<file path="src/rtl/imem_fetch_ctrl.sv">
// imem_fetch_ctrl: loads a program into a word-addressed instruction memory,
// waits for start, then fetches one instruction per accepted cycle with
// branch/jump redirects, halting once the PC runs past the loaded program.
//
// Ports:
//   clk, reset_n                    clock, synchronous active-low reset
//   load_valid/ready/data/last      program loader handshake
//   start                           begin or restart execution
//   imem_we/wa/wd                   instruction memory write port
//   imem_a/imem_rd                  instruction memory read port (comb read)
//   instr/instr_valid/instr_ready   fetched instruction to decode
//   redirect/redirect_pc            taken branch or jump target
//   pc/pc_plus4                     address of instr and its link value
//   halted                          controller is in HALT
module imem_fetch_ctrl #(
    parameter int unsigned DEPTH    = 20,
    parameter logic [31:0] RESET_PC = 32'h0000_0000
) (
    input  logic        clk,
    input  logic        reset_n,
    input  logic        load_valid,
    output logic        load_ready,
    input  logic [31:0] load_data,
    input  logic        load_last,
    input  logic        start,
    output logic        imem_we,
    output logic [31:0] imem_wa,
    output logic [31:0] imem_wd,
    output logic [31:0] imem_a,
    input  logic [31:0] imem_rd,
    output logic [31:0] instr,
    output logic        instr_valid,
    input  logic        instr_ready,
    input  logic        redirect,
    input  logic [31:0] redirect_pc,
    output logic [31:0] pc,
    output logic [31:0] pc_plus4,
    output logic        halted
);

    localparam int unsigned CW = $clog2(DEPTH + 1);

    typedef enum logic [1:0] {
        S_LOAD,
        S_WAIT_START,
        S_RUN,
        S_HALT
    } state_e;

    state_e         state_q, state_d;
    logic [CW-1:0]  count_q, count_d;
    logic [31:0]    pc_q, pc_d;

    logic           load_hs;
    logic           in_range;
    logic           run;
    logic [31:0]    limit;
    logic           unused_rpc_lsb;

    // Targets are forced word-aligned, so the low address bits carry no information.
    assign unused_rpc_lsb = ^redirect_pc[1:0];

    // Output decode from the state/count/pc registers.
    assign run         = (state_q == S_RUN);
    assign load_ready  = (state_q == S_LOAD);
    assign halted      = (state_q == S_HALT);
    assign load_hs     = load_valid & load_ready;
    assign limit       = 32'(count_q) << 2;
    assign in_range    = (pc_q < limit);

    assign imem_we     = load_hs;
    assign imem_wa     = limit;
    assign imem_wd     = load_data;
    assign imem_a      = pc_q;
    assign instr       = run ? imem_rd : 32'h0;
    // A redirect squashes the word currently presented.
    assign instr_valid = run & in_range & ~redirect;
    assign pc          = pc_q;
    assign pc_plus4    = pc_q + 32'd4;

    // Next-state logic.
    always_comb begin
        state_d = state_q;
        count_d = count_q;
        pc_d    = pc_q;
        case (state_q)
            S_LOAD: begin
                if (load_hs) begin
                    count_d = count_q + CW'(1);
                    if (load_last || (count_d == CW'(DEPTH))) begin
                        state_d = S_WAIT_START;
                    end
                end
            end
            S_WAIT_START, S_HALT: begin
                if (start) begin
                    state_d = S_RUN;
                    pc_d    = RESET_PC;
                end
            end
            S_RUN: begin
                if (redirect) begin
                    pc_d = {redirect_pc[31:2], 2'b00};
                end else if (!in_range) begin
                    state_d = S_HALT;
                end else if (instr_ready) begin
                    pc_d = pc_q + 32'd4;
                end
            end
            default: state_d = S_LOAD;
        endcase
    end

    // State registers.
    always_ff @(posedge clk) begin
        if (!reset_n) begin
            state_q <= S_LOAD;
            count_q <= '0;
            pc_q    <= RESET_PC;
        end else begin
            state_q <= state_d;
            count_q <= count_d;
            pc_q    <= pc_d;
        end
    end

endmodule

</file>
<file path="config.mk">
export PLATFORM = sky130hd
export DESIGN_NAME = imem_fetch_ctrl
export DESIGN_NICKNAME = d
export VERILOG_FILES = /design/src/rtl/imem_fetch_ctrl.sv
export SDC_FILE = /design/constraint.sdc
export NUM_CORES = 1
export LEC_CHECK = 0
export ABC_AREA = 1
export BUFFER_PORTS_ARGS = -buffer_cell sky130_fd_sc_hd__buf_2
export CAP_MARGIN = 5
export CORE_AREA = 2 2 117 119
export DETAILED_ROUTE_END_ITERATION = 12
export DIE_AREA = 0 0 119 121
export GPL_TIMING_DRIVEN = 0
export PLACE_DENSITY = 0.61
export SYNTH_ARGS = -nofsm -noshare
export SYNTH_HDL_FRONTEND = slang
export SYNTH_SLANG_ARGS = --single-unit
</file>
<file path="constraint.sdc">
create_clock -name clk -period 4.7 [get_ports clk]
set_input_delay 0.235 -clock clk [delete_from_list [all_inputs] [get_ports clk]]
set_output_delay 0.235 -clock clk [all_outputs]
set_load 0.02 [all_outputs]
</file>
== Word level (Yosys, flattened, before mapping) ==
Index checks and enable logic that the tools add are counted.
Word-level totals
  flip-flop bits (word level): 39
  bits of input ports: 103
  output and inout port bits: 196
  logic and storage cells: 40
Cells by class
  add/sub/neg operators: 2
  magnitude comparators: 1
  equality and inequality tests: 11
  multiplexer cells: 12
  bitwise logic cells: 4
  reductions and logical operators: 7
Operators by type and width (number)
  32-bit two-way mux: 5
  32-bit one-hot mux with 2 select lines: 1
  32-bit by 3-bit adder with 32-bit output, second input constant: 1
  32-bit by 7-bit less-than comparator with 1-bit output: 1
  2-bit two-way mux: 5
  2-bit != test, second input constant: 3
  3-bit != test, second input constant: 2
  2-bit one-hot mux with 3 select lines: 1
  5-bit by 1-bit adder with 5-bit output, second input constant: 1
  5-bit equality test, second input constant: 1
  5-bit AND reduction: 1
  2-bit equality test, second input constant: 2
  2-bit by 1-bit != test with 1-bit output, second input constant: 2
  4-bit AND reduction: 1
  1-bit AND: 3
  2-bit by 1-bit equality test with 1-bit output, second input constant: 1
  2-bit logical NOT: 1
  2-bit AND reduction: 1
  2-bit nonzero test: 1
  2-bit OR reduction: 1
  1-bit logical OR: 1
  1-bit inverter: 1

== Longest topological paths before layout ==
  depth after elaboration: 6
  depth in mapped cells: 14
  gate-level depth less buffers: 13

== Least setup slack after synthesis ==
Ideal clock, no wire load.
  path kind: register -> output
  from: register pc_q[2] (netlist: imem_a[2])
  to: output port pc_plus4[18]
  arrival time: 1763 ps
  data required time: 4465 ps
  slack: 2702 ps
  cell stages (with the launch flop): 6
  buffers on the path: 0
  cells stage by stage: dfxtp_1 -> ha_1 -> nand3_1 -> nor3_2 -> nand3_1 -> xnor2_1
On the way
  cells in the longest elaborated chain, start to end: 1
RTL lines
  start: declaration: line 52  | logic [31:0] pc_q, pc_d;
  start signal: assignment: line 123  | pc_q <= pc_d;
  32-bit by 3-bit adder with 32-bit output: line 79  | assign pc_plus4 = pc_q + 32'd4;
  end: declaration: line 37  | output logic [31:0] pc_plus4,
No other way between the ends.

== Worst setup path in the final report ==
Same ends and word-level chain as after synthesis.

==> results_dict.tcl <==
set metrics [dict create \
    status "completed" \
    clockRootBuffer "clkbuf_16" \
    post-route-period-util_pct 55.49 \
    path_cells "ha_1 -> nand3_1 -> nor3_2 -> nand3_1 -> xnor2_1 -> buf_2" \
    vias 4619 \
    rrSetupSlack_ns 2.54 \
    power.density_nw_per_um2 213.5 \
    slew-limit-headroom_pct 55.02 \
    irDropWorstVdd_mv 0.1322 \
    cts.clk_slew.worst_paths_ns 0.06 \
    grt_pass1_vias 4282 \
    rsz0062_at_grt "false" \
    endpoint_kind "output pin" \
    setup_violations 0 \
    cts_buffer_depth 2 \
    synth.area.top_cells "dfxtp_1 20%, buf_4 19%, nand2_1 16%" \
    fmaxAchievable_ghz 0.3834 \
    hold_buffers 0 \
    r2r_cells 10 \
    place_ws_ns 2.445 \
    leakagePower_nw 3.272 \
    num_rows 42 \
    holdWs_ns 0.1964 \
    synth_top_area_share_pct 19.72 \
    cp.required_ns 4.47 \
    hold_end "imem_a[9]" \
    wire_per_inst_um 13.09 \
    cts_num_sinks 37 \
    nets 1029 \
    port_buffers 231 \
    final_antenna_net_count 0 \
    netlist_area_um2 3756 \
    die_w_um 119 \
    fillCellCount 1460 \
    critical_path_buf_inv_count 1 \
    layout.area.seq_um2 740.7 \
    critPathKind "reg -> out" \
    min_path_cells 3 \
    p_switching_mw 0.4230 \
    synth-seq-cells 37 \
    timing.rr.start "imem_a[2]" \
    cts.htree.levels 2 \
    start_util_pct 28.71 \
    layout_commonest_cell "buf_2" \
    vias_per_cell 4.214 \
    cpLargestDelayFamily "simple AND/OR/NAND/NOR gates" \
    power_mw 1.158 \
    post-cts-setup-buffers 0 \
    tightest_slew_ns 0.6747 \
    worstPathMaxFanout 8 \
    hp-start "redirect_pc[9]" \
    ios 299 \
    syn_area_per_cell_um2 5.788 \
    p_comb_share_pct 34.4 \
    tritoncts "done" \
    yosysTopAreaCell "dfxtp_1" \
    clk_latency_ns 0.29 \
    routabilityCongestion 0.9038 \
    sw_frac_of_total_pct 36.52 \
    grt_overflow_total 0 \
    crit_top_cell "nand3_1" \
    grt_max_degree 14 \
    drcViolationCount 0 \
    drt-initial-drc-count 219 \
    setup_tns_ns 0 \
    syn_to_final_growth_pct 44.40 \
    first_pass_iters 6 \
    synth_warnings 0 \
    cts_buffers 5 \
    arrival_ns 2.37 \
    drv_cap 0 \
    maxSlewViolCount 0 \
    finalHoldViolCount 0 \
    core-area_um2 13090 \
    drive_gt1_share_pct 38.26 \
    crit_slowest_cell "dfxtp_1" \
    antenna_found_initial 0 \
    setup_slack_ns 2.092 \
    grtUsageTotal_pct 19.04 \
    final_util_pct 41.45 \
    yosysSeqAreaShare_pct 19.72 \
    skew_ns 0.007160 \
    synthCells 649 \
    cts.repair.resized 0 \
    yosysUniqueCellTypes 31 \
    cp-start-kind "flop" \
    die_h_um 121 \
    hp-class "in -> reg" \
    wl_um 14350 \
    multi_input_area_um2 2059 \
    max_stage_delay_ns 0.55 \
    final_cell_mix "233 x buf_2, 165 x nand2_1, 139 x nor2_1" \
    dieArea_um2 14400 \
    period_needed_ns 2.608 \
    pwr-share-clk_pct 34.4 \
    internal_power_mw 0.7352 \
    dp_hpwl_um 11890 \
    n_antenna_cell 0 \
    seq_power_share_pct 31.2 \
    grt_pass1_wl_um 21650 \
    r2r-end "imem_a[26]" \
]
## synth_stat cells (all sizes together)
cell and instances:
o22a 1, nor3 2, or2 1, a22oi 1, ha 7, inv 77
a22o 1, buf 103, o21ai 9, a21oi 31, nor2 144, nand2 166
a211oi 3, nand4 2, xnor2 4, and2 5, o211ai 1, xor2 17
dfxtp 37, nand3 29, clkbuf 7, conb 1
## area by class of cell
class / count / area share (%)
Tap cell: 176 / 4.060
Buffer: 110 / 14.51
Clock buffer: 5 / 2.307
Timing Repair Buffer: 231 / 21.31
Inverter: 77 / 5.329
Multi-Input combinational cell: 457 / 37.97
Clock inverter: 3 / 0.8535
Sequential cell: 37 / 13.66
## worst max path at each step
stage	start	end	slack, ns	cells after the start
2_1_floorplan	imem_a[2]	pc_plus4[18]	2.70	5
3_3_place_gp	imem_a[3]	pc_plus4[16]	2.45	7
3_5_place_dp	imem_a[2]	pc_plus4[18]	2.45	6
4_1_cts	imem_a[2]	pc_plus4[18]	2.13	6
5_1_grt	imem_a[2]	pc_plus4[18]	1.91	6
6_report	imem_a[2]	pc_plus4[18]	2.09	6
## registers in the layout (all words and copies together), names as in the netlist
register	flops
imem_a	30
count_q	5
state_q	2
## power groups by stage
stage	Combinational (mW)	Clock, mW	Sequential [mW]
floorplan	0.258	0	0.375
global placement	0.396	0	0.369
detailed placement	0.399	0	0.369
CTS	0.400	0.401	0.362
global route	0.433	0.412	0.365
finish	0.398	0.399	0.362
## per-stage QoR
stage / cell area (µm²) / std cells
3_3_place_gp: 5253 / 1088
2_1_floorplan: 3876 / 681
3_5_place_dp: 5253 / 1088
6_report: 5424 / 1096
5_1_grt: 5424 / 1096
4_1_cts: 5424 / 1096
## tightest hold or removal path: cells and delay by family
kind | cells | cell delay, ns
buf+inv | 1 | 0.09
simple gates | 1 | 0.05
compound gates | 1 | 0.05
## kinds of logic after synthesis
| group | count (synthesis) | synth area share [%] |
|---|---|---|
| compound gates | 47 | 6.796 |
| xor+xnor | 21 | 4.897 |
| fa+ha+maj | 7 | 2.332 |
| buf+inv | 187 | 28.65 |
| flops | 37 | 19.72 |
| other cells | 1 | 0.09984 |
| simple gates | 349 | 37.51 |
## routing by layer
metal / global-route usage, % / vias up / wire length (µm)
li1: - / 2386 / -
met1: 19.89 / 1985 / 5321
met2: 37.54 / 220 / 7452
met3: 3.102 / 28 / 1101
met4: 7.589 / 0 / 475
met5: 0 / - / 0
Note: power is estimated with default switching activity, not from simulation.
